**config.mk**
```make
export PLATFORM = sky130hd
export DESIGN_NAME = wait_buffer
export DESIGN_NICKNAME = d
export VERILOG_FILES = /design/src/rtl/wait_buffer.sv
export SDC_FILE = /design/constraint.sdc
export NUM_CORES = 1
export LEC_CHECK = 0
export CORE_MARGIN = 2
export CORE_UTILIZATION = 45
export CTS_CLUSTER_SIZE = 8
export DETAILED_ROUTE_END_ITERATION = 12
export PLACE_DENSITY = 0.68
export SYNTH_ARGS = -nofsm -noshare
export SYNTH_HDL_FRONTEND = slang
export SYNTH_SLANG_ARGS = --single-unit
```
**constraint.sdc**
```tcl
create_clock -name clk_i -period 2.6 [get_ports clk_i]
set_clock_uncertainty 0.05 [all_clocks]
set_input_delay 0.65 -clock clk_i [delete_from_list [all_inputs] [get_ports clk_i]]
set_output_delay 0.65 -clock clk_i [all_outputs]
set_load 0.1 [all_outputs]
```
**src/rtl/wait_buffer.sv**
```systemverilog
`default_nettype none
// ============================================================================
// Module   : wait_buffer
// Purpose  : Dispatcher wait buffer. Parks decoded instructions until every
//            source operand is available, snoops the EU result broadcast to
//            wake operands, and issues ready instructions oldest-first over a
//            valid/ready stream.
// Revision : 1.0 - initial release
// ============================================================================
module wait_buffer #(
    parameter int NumTags           = 8,
    parameter int OperandsPerInst   = 2,
    parameter int WaitBufferEntries = 4,
    parameter int PayloadWidth      = 32,
    parameter int TagWidth          = $clog2(NumTags)
) (
    input  logic                                clk_i,
    input  logic                                rst_ni,
    output logic                                space_available_o,
    input  logic                                insert_i,
    input  logic [TagWidth-1:0]                 tag_i,
    input  logic [PayloadWidth-1:0]             payload_i,
    input  logic [OperandsPerInst-1:0]          operands_ready_i,
    input  logic [OperandsPerInst*TagWidth-1:0] operands_tag_i,
    input  logic                                eu_valid_i,
    input  logic [TagWidth-1:0]                 eu_tag_i,
    output logic                                disp_valid_o,
    input  logic                                disp_ready_i,
    output logic [TagWidth-1:0]                 disp_tag_o,
    output logic [PayloadWidth-1:0]             disp_payload_o
);

    localparam int c_IDX_W = (WaitBufferEntries > 1) ? $clog2(WaitBufferEntries) : 1;

    // Per-entry storage
    logic [WaitBufferEntries-1:0]                     r_valid;
    logic [TagWidth-1:0]                              r_tag      [WaitBufferEntries];
    logic [PayloadWidth-1:0]                          r_payload  [WaitBufferEntries];
    logic [OperandsPerInst-1:0]                       r_op_ready [WaitBufferEntries];
    logic [OperandsPerInst-1:0][TagWidth-1:0]         r_op_tag   [WaitBufferEntries];
    // r_older[i][j] = 1 : entry i was inserted before entry j
    logic [WaitBufferEntries-1:0]                     r_older    [WaitBufferEntries];

    // Stream lock: keeps the presented entry fixed while downstream stalls
    logic                                             r_lock_valid;
    logic [c_IDX_W-1:0]                               r_lock_idx;

    logic [WaitBufferEntries-1:0]                     w_eligible;
    logic [WaitBufferEntries-1:0]                     w_has_older;
    logic                                             w_oldest_found;
    logic [c_IDX_W-1:0]                               w_oldest_idx;
    logic [c_IDX_W-1:0]                               w_sel_idx;
    logic                                             w_disp_valid;
    logic                                             w_fire;
    logic                                             w_insert;
    logic [c_IDX_W-1:0]                               w_free_idx;
    logic [OperandsPerInst-1:0]                       w_ins_ready;

    // Eligibility from registered state only, plus "an older eligible entry exists"
    always_comb begin
        w_eligible  = '0;
        w_has_older = '0;
        for (int i = 0; i < WaitBufferEntries; i++) begin
            w_eligible[i] = r_valid[i] & (&r_op_ready[i]);
        end
        for (int i = 0; i < WaitBufferEntries; i++) begin
            for (int j = 0; j < WaitBufferEntries; j++) begin
                if (w_eligible[j] && r_older[j][i]) begin
                    w_has_older[i] = 1'b1;
                end
            end
        end
    end

    // Oldest eligible entry; the lock overrides it while the stream is stalled
    always_comb begin
        w_oldest_found = 1'b0;
        w_oldest_idx   = '0;
        for (int i = WaitBufferEntries - 1; i >= 0; i--) begin
            if (w_eligible[i] && !w_has_older[i]) begin
                w_oldest_found = 1'b1;
                w_oldest_idx   = c_IDX_W'(i);
            end
        end
        w_sel_idx    = r_lock_valid ? r_lock_idx : w_oldest_idx;
        w_disp_valid = r_lock_valid | w_oldest_found;
    end

    // Lowest free slot and insert-time operand readiness (incl. same-cycle broadcast)
    always_comb begin
        w_free_idx  = '0;
        w_ins_ready = '0;
        for (int i = WaitBufferEntries - 1; i >= 0; i--) begin
            if (!r_valid[i]) begin
                w_free_idx = c_IDX_W'(i);
            end
        end
        for (int op = 0; op < OperandsPerInst; op++) begin
            w_ins_ready[op] = operands_ready_i[op] |
                (eu_valid_i && (eu_tag_i == operands_tag_i[op*TagWidth +: TagWidth]));
        end
    end

    assign space_available_o = ~(&r_valid);
    assign w_insert          = insert_i & space_available_o;
    assign w_fire            = w_disp_valid & disp_ready_i;
    assign disp_valid_o      = w_disp_valid;
    assign disp_tag_o        = w_disp_valid ? r_tag[w_sel_idx]     : '0;
    assign disp_payload_o    = w_disp_valid ? r_payload[w_sel_idx] : '0;

    // Entry state: wake-up, insert into lowest free slot, retire on handshake
    always_ff @(posedge clk_i or negedge rst_ni) begin
        if (!rst_ni) begin
            r_valid <= '0;
            for (int i = 0; i < WaitBufferEntries; i++) begin
                r_tag[i]      <= '0;
                r_payload[i]  <= '0;
                r_op_ready[i] <= '0;
                r_op_tag[i]   <= '0;
                r_older[i]    <= '0;
            end
        end else begin
            for (int i = 0; i < WaitBufferEntries; i++) begin
                for (int op = 0; op < OperandsPerInst; op++) begin
                    if (eu_valid_i && r_valid[i] && !r_op_ready[i][op] &&
                        (r_op_tag[i][op] == eu_tag_i)) begin
                        r_op_ready[i][op] <= 1'b1;
                    end
                end
            end
            if (w_insert) begin
                r_valid[w_free_idx]    <= 1'b1;
                r_tag[w_free_idx]      <= tag_i;
                r_payload[w_free_idx]  <= payload_i;
                r_op_ready[w_free_idx] <= w_ins_ready;
                r_op_tag[w_free_idx]   <= operands_tag_i;
                r_older[w_free_idx]    <= '0;
                // Every entry valid right now is older than the newcomer
                for (int i = 0; i < WaitBufferEntries; i++) begin
                    r_older[i][w_free_idx] <= r_valid[i];
                end
            end
            // Retirement comes last so it wins over the insert's column update
            if (w_fire) begin
                r_valid[w_sel_idx] <= 1'b0;
                r_older[w_sel_idx] <= '0;
                for (int i = 0; i < WaitBufferEntries; i++) begin
                    r_older[i][w_sel_idx] <= 1'b0;
                end
            end
        end
    end

    // Lock the presented entry while stalled, release on handshake
    always_ff @(posedge clk_i or negedge rst_ni) begin
        if (!rst_ni) begin
            r_lock_valid <= 1'b0;
            r_lock_idx   <= '0;
        end else if (w_fire) begin
            r_lock_valid <= 1'b0;
        end else if (w_disp_valid) begin
            r_lock_valid <= 1'b1;
            r_lock_idx   <= w_sel_idx;
        end
    end

    // Inserting into a full buffer is a protocol error; the insert is dropped
    a_no_insert_when_full : assert property (
        @(posedge clk_i) disable iff (!rst_ni) insert_i |-> space_available_o);

    // Presented instruction must hold steady until accepted
    a_stall_stable : assert property (
        @(posedge clk_i) disable iff (!rst_ni)
        (disp_valid_o && !disp_ready_i) |=>
        (disp_valid_o && $stable(disp_tag_o) && $stable(disp_payload_o)));

    // No two live entries may carry the same result tag
    for (genvar gi = 0; gi < WaitBufferEntries; gi++) begin : g_uniq_i
        for (genvar gj = gi + 1; gj < WaitBufferEntries; gj++) begin : g_uniq_j
            a_unique_tag : assert property (
                @(posedge clk_i) disable iff (!rst_ni)
                !(r_valid[gi] && r_valid[gj] && (r_tag[gi] == r_tag[gj])));
        end
    end

endmodule
`default_nettype wire

```
# Word-level counts from Yosys, hierarchy flattened
# Cells that the tools add are included.
word_totals:
  latchBits: 0
  mem_count: 0
  regBits: 195
  inputBits: 51
  rom_bits: 0
  ramBits: 0
  wordCells: 210
  out_inout_bits: 37
op_classes:
  shift: 0
  eq_ne: 10
  multipliers: 0
  bitwise_logic: 24
  n_reduce_logical: 65
  add_sub_neg: 0
  order_cmp: 8
  n_div: 0
  n_mux: 76
ops:
  columns: ["cell", "count"]
  rows:
  - ["$bwmux 128", 1]
  - ["$mux 32", 4]
  - ["$bmux 32 s2", 1]
  - ["$demux 32 s2", 1]
  - ["$logic_and 1x1->1", 46]
  - ["$and 16x16->16", 2]
  - ["$mux 1", 32]
  - ["$mux 16", 2]
  - ["$not 16->16", 2]
  - ["$eq 3x3->1", 10]
  - ["$bwmux 24", 1]
  - ["$and 4x4->4", 5]
  - ["$mux 2", 10]
  - ["$bwmux 4", 4]
  - ["$demux 4 s2", 2]
  - ["$mux 4", 4]
  - ["$bwmux 12", 1]
  - ["$demux 6 s2", 1]
  - ["$logic_not 1->1", 12]
  - ["$mux 3", 4]
  - ["$reduce_and 2->1", 5]
  - ["$bwmux 8", 1]
  - ["$mux 8", 1]
  - ["$and 1x1->1", 6]
  - ["16 further kinds", 25]

# Longest topological paths before layout
depth:
  word_depth: 23
  ltp_mapped: 9
  depth_no_buf: 6

# Worst setup path before layout
# OpenSTA, ideal clock, no wires.
synth_path:
  path_type: "register to output"
  from: "register r_op_ready[0] (netlist bit)"
  to: "output disp_payload_o[0]"
  t_arrival_ns: 3.173
  n_path_buf: 2
  path_stages_with_launch: 9
  setup_slack_ns: -1.273
  t_required_ns: 1.900
  cell_sequence: "dfrtp_1 -> and3_1 -> a211o_1 -> o21ai_4 -> nand2b_1 -> buf_4 -> buf_4 -> a311oi_1 -> o22ai_1"
synth_between:
  elab_chain_cells: 16
  word_cells_on_any_way: 33
  classes_between: "mux (17); bitwise (3); reduce/logical (13)"
synth_rtl:
  columns: ["element", "line_no", "source"]
  rows:
  - ["start, declared", "39", "logic [OperandsPerInst-1:0] r_op_ready [WaitBufferEntries];"]
  - ["start signal, assigned by index", "135", "r_op_ready[w_free_idx] <= w_ins_ready;"]
  - ["$reduce_and 2->1 *", "64", "w_eligible[i] = r_valid[i] & (&r_op_ready[i]);"]
  - ["$and 1x1->1 *", "64", null]
  - ["$logic_and 1x1->1", "68", "if (w_eligible[j] && r_older[j][i]) begin"]
  - ["$mux 1", "68", null]
  - ["$logic_not 1->1", "80", "if (w_eligible[i] && !w_has_older[i]) begin"]
  - ["$logic_and 1x1->1", "80", null]
  - ["$mux 2 (4 in series)", "80", null]
  - ["$mux 2", "85", "w_sel_idx = r_lock_valid ? r_lock_idx : w_oldest_idx;"]
  - ["$not 2->3 (not written as such)", "109", "assign disp_payload_o = w_disp_valid ? r_payload[w_sel_idx] : '0;"]
  - ["$bmux 32 s2", "109", null]
  - ["$mux 32 (not written as such) (2 in series)", "109", null]
  - ["$mux 32 *", "109", null]
  - ["end, declared", "30", "output logic [PayloadWidth-1:0] disp_payload_o"]
# Every way passes the cells marked *; elsewhere a longest branch is shown, timed or not. The select of a mux whose other input is x is not followed.

# Final worst setup path
layout_path:
  from: "register r_valid[0]"
  to: "output disp_payload_o[25]"
layout_between:
  elab_chain_cells: 18
  word_cells_on_any_way: 44
  classes_between: "mux (29); bitwise (3); reduce/logical (12)"
layout_rtl:
  columns: ["element", "line_no", "source"]
  rows:
  - ["start, declared", "36", "logic [WaitBufferEntries-1:0] r_valid;"]
  - ["start signal, assigned", "114", "r_valid <= '0;"]
  - ["start signal, assigned by index", "132", "r_valid[w_free_idx] <= 1'b1;"]
  - ["start signal, assigned by index", "145", "r_valid[w_sel_idx] <= 1'b0;"]
  - ["$and 1x1->1 *", "64", null]
  - ["$logic_and 1x1->1", "68", null]
  - ["$mux 1 (4 in series)", "68", null]
  - ["$logic_not 1->1", "80", null]
  - ["$logic_and 1x1->1", "80", null]
  - ["$mux 2 (4 in series)", "80", null]
  - ["$mux 2", "85", null]
  - ["$not 2->3 (not written as such)", "109", null]
  - ["$bmux 32 s2", "109", null]
  - ["$mux 32 (not written as such) (2 in series)", "109", null]
  - ["$mux 32 *", "109", null]
# Marks and branches as above.

==> summary.md <==
| Metric | Value |
|---|---|
| Number of fill cells | `1,589` |
| Seq cells post-synth | `195` |
| Mapped Cells | `1,194` |
| Die area | `~0.025 mm2` |
| Routed vias/inst | `roughly 6.2` |
| Port Buffers | `87` |
| Vias in the first global route | `~10k` |
| Final hold violations | `0` |
| # IOs | `88` |
| # setup viols final | `36` |
| Post-DP Area | `0.01418 mm2` |
| Dpl cells | `~1.7k` |
| Worst-Margin Slew | `between 0.6 and 0.7 ns` |
| Post-synthesis sequential area ratio | `0.4562` |
| Crit-path cells | `buf_4 > and4b_1 > nand4_1 > o21ai_4 > buf_4 > buf_4 > nor4b_4 > a311oi_2 > buf_4 > o22ai_4 > buf_12` |
| Post-synth EDFFs | `0` |
| Fin cells | `between 1.5k and 2k` |
| Via count | `10.65k` |
| Worst Setup End Kind | `primary output` |
| Detailed Route Iter0 Violations | `around 940` |
| Synth Flop Type | `dfrtp_1` |
| Core footprint | `about 0.023 mm2` |
| Hold_ws | `0.1348 ns` |
| Slew HR | `0.5530` |
| CP max stage delay | `approximately 0.40 ns` |
| Ys async rst share | `1.000` |
| Antenna violations before repair | `0` |
| Syn_nets | `between 1k and 1.5k` |
| CTS tree | `built` |
| Design Area, Final | `between 0.015 and 0.02 mm2` |
| Final #Nets | `~1.4k` |
| Num Clock Sinks | `195` |
| Critical Path Fanout Max | `6` |
| Avg Inst Size Synth | `roughly 9.0 um2` |
| Post-DP HPWL | `around 21,000 um` |
| Max Slew Vio Count | `0` |
| Longest Clk Path Bufs | `2` |
| Max-cap viol count | `0` |
| Clock Root Buffer | `clkbuf_16` |
| Most used cell, CP | `buf_4` |
| Clock latency on the worst-skew pair | `0.44 ns` |
| Worst EP required | `between 1.5 and 2 ns` |
| Commonest non-fill, non-tap cell in the layout | `nand2_1` |
| Reg2Reg Setup Slack | `0.08 ns` |
| Final ANT Viol Nets | `0` |
| RSZ-0062 raised after global routing | `yes` |
| Post-Syn Area | `between 0.01 and 0.015 mm2` |
| First drt pass iteration count | `7` |
| Total grt overflow | `0` |
| Std cell rows | `56` |
| Worst hold-check path type | `in2async` |
| Critical path type | `reg2out` |
| YS warnings | `0` |
| Cell family with most CP delay | `buffers and inverters` |
| CTS Hold Buffers Added | `0` |
| DIE WIDTH | `between 150 and 200 um` |
| # diodes | `0` |
| FF-to-FF End | `r_older[15]` |
| GPL Wtd Cong | `roughly 0.9` |
| Status | `complete, but fails checks` |
| Most frequent cells in the layout | `382 x nand2_1, 193 x dfrtp_1, 129 x buf_4` |
| Total Wirelength | `39,040 um` |
| Min cycle time layout | `approximately 3.5 ns` |
| Wire per inst | `roughly 23 um` |
| Inserted Clock Buffers | `17` |
| Setup WS post-layout | `-0.9042 ns` |
| Reg2Reg Depth | `10` |
| Pin count of the biggest net entering global routing | `slightly above 60` |
| Clock slew at reported path FFs | `~0.080 ns` |
| Crit share post-route | `1.348` |
| Initial core utilization | `0.4570` |
| Worst r2r src | `r_op_ready[0]` |
| Slowest cell on crit path | `dfrtp_1` |
| Synth unique cells | `50` |
| Share of cells above drive strength 1 | `0.3464` |
| First-pass GRT wire length | `56,030 um` |
| Failing checks | `setup timing` |
| Worst setup SP type | `flop` |
| Fmax | `around 0.29 GHz` |
| Worst EP arrival | `about 2.8 ns` |
| H-tree depth | `4` |
| Setup crit start | `r_valid[0]` |
| Setup WS pre-CTS | `-0.3683 ns` |
| Synth-to-Final Area Change | `55.15%` |
| Worst path bufs/invs | `5` |
| DRC | `0` |
| Die Y | `about 160 um` |
| All-Layer GR Usage | `0.2884` |
## area by class of cell
cell class	instances	area, um2	share of cell area
clock inverters	15	126.4	0.007616
inverters	7	28.78	0.001734
clock buffers	17	425.4	0.02564
flip-flops and latches	195	4885	0.2944
well taps	319	399.1	0.02405
repair buffers	276	3500	0.2109
multi-input cells	890	7229	0.4357
## flip-flops by register name, indices dropped and copies added (netlist names)
signal and flops:
r_valid 4, r_payload 128, r_op_tag 24, r_tag 12, r_op_ready 8, r_lock_idx 2
r_older 16, r_lock_valid 1
## per-stage QoR
step	TNS (ns)	util
2_1_floorplan	-14.19	-
3_3_place_gp	-9.692	0.6058
3_5_place_dp	-11.18	0.6058
4_1_cts	-25.45	0.6792
5_1_grt	-31.18	0.7090
6_report	-29.12	0.7090
## Yosys cell counts (all sizes together), types with 3 or more instances
library cell | number | area share
a21oi | 19 | 0.0089
nand3 | 5 | 0.0023
xnor2 | 7 | 0.0057
dfrtp | 195 | 0.46
a211oi | 5 | 0.0040
a211o | 4 | 0.0033
xor2 | 24 | 0.020
buf | 25 | 0.014
nor2 | 82 | 0.029
o21ai | 11 | 0.0062
clkbuf | 77 | 0.027
o22ai | 36 | 0.021
nand2 | 384 | 0.13
nor4b | 70 | 0.057
inv | 6 | 0.0021
nor3 | 11 | 0.0051
mux2 | 41 | 0.043
and3 | 4 | 0.0023
nor4 | 8 | 0.0047
a31oi | 3 | 0.0018
a41oi | 3 | 0.0025
o31ai | 3 | 0.0039
nand4 | 10 | 0.0058
a311oi | 70 | 0.057
mux2i | 70 | 0.066
## repair_timing
action,CTS,global route
setup buffers,15,1
gates cloned,6,11
pin swaps,27,35
endpoints found under the setup margin,36,36
resized for setup,142,69
## per-layer routing
layer / track usage / vias to the layer above / part of all wire
li1: - / 4629 / -
met1: 0.3745 / 5356 / 0.40
met2: 0.4884 / 552 / 0.50
met3: 0.03449 / 108 / 0.063
met4: 0.1223 / 0 / 0.038
met5: 0 / - / 0
## logic make-up after synthesis
| kind of cell | count (synthesis) | synth area share |
|---|---|---|
| xor+xnor | 31 | 0.02539 |
| mux | 111 | 0.1087 |
| buf+inv | 109 | 0.04340 |
| compound gates | 168 | 0.1207 |
| flops | 195 | 0.4562 |
| simple gates | 580 | 0.2456 |
## how the worst max path moves through the flow
stage	cells after the start	end
floorplan	8	disp_payload_o[10]
global placement	9	disp_payload_o[19]
detailed placement	10	disp_payload_o[0]
CTS	10	disp_payload_o[20]
global route	11	disp_payload_o[13]
finish	11	disp_payload_o[25]
Power is not shown: default switching activity piles up to over one toggle a cycle in this logic, so the estimate is an artifact.
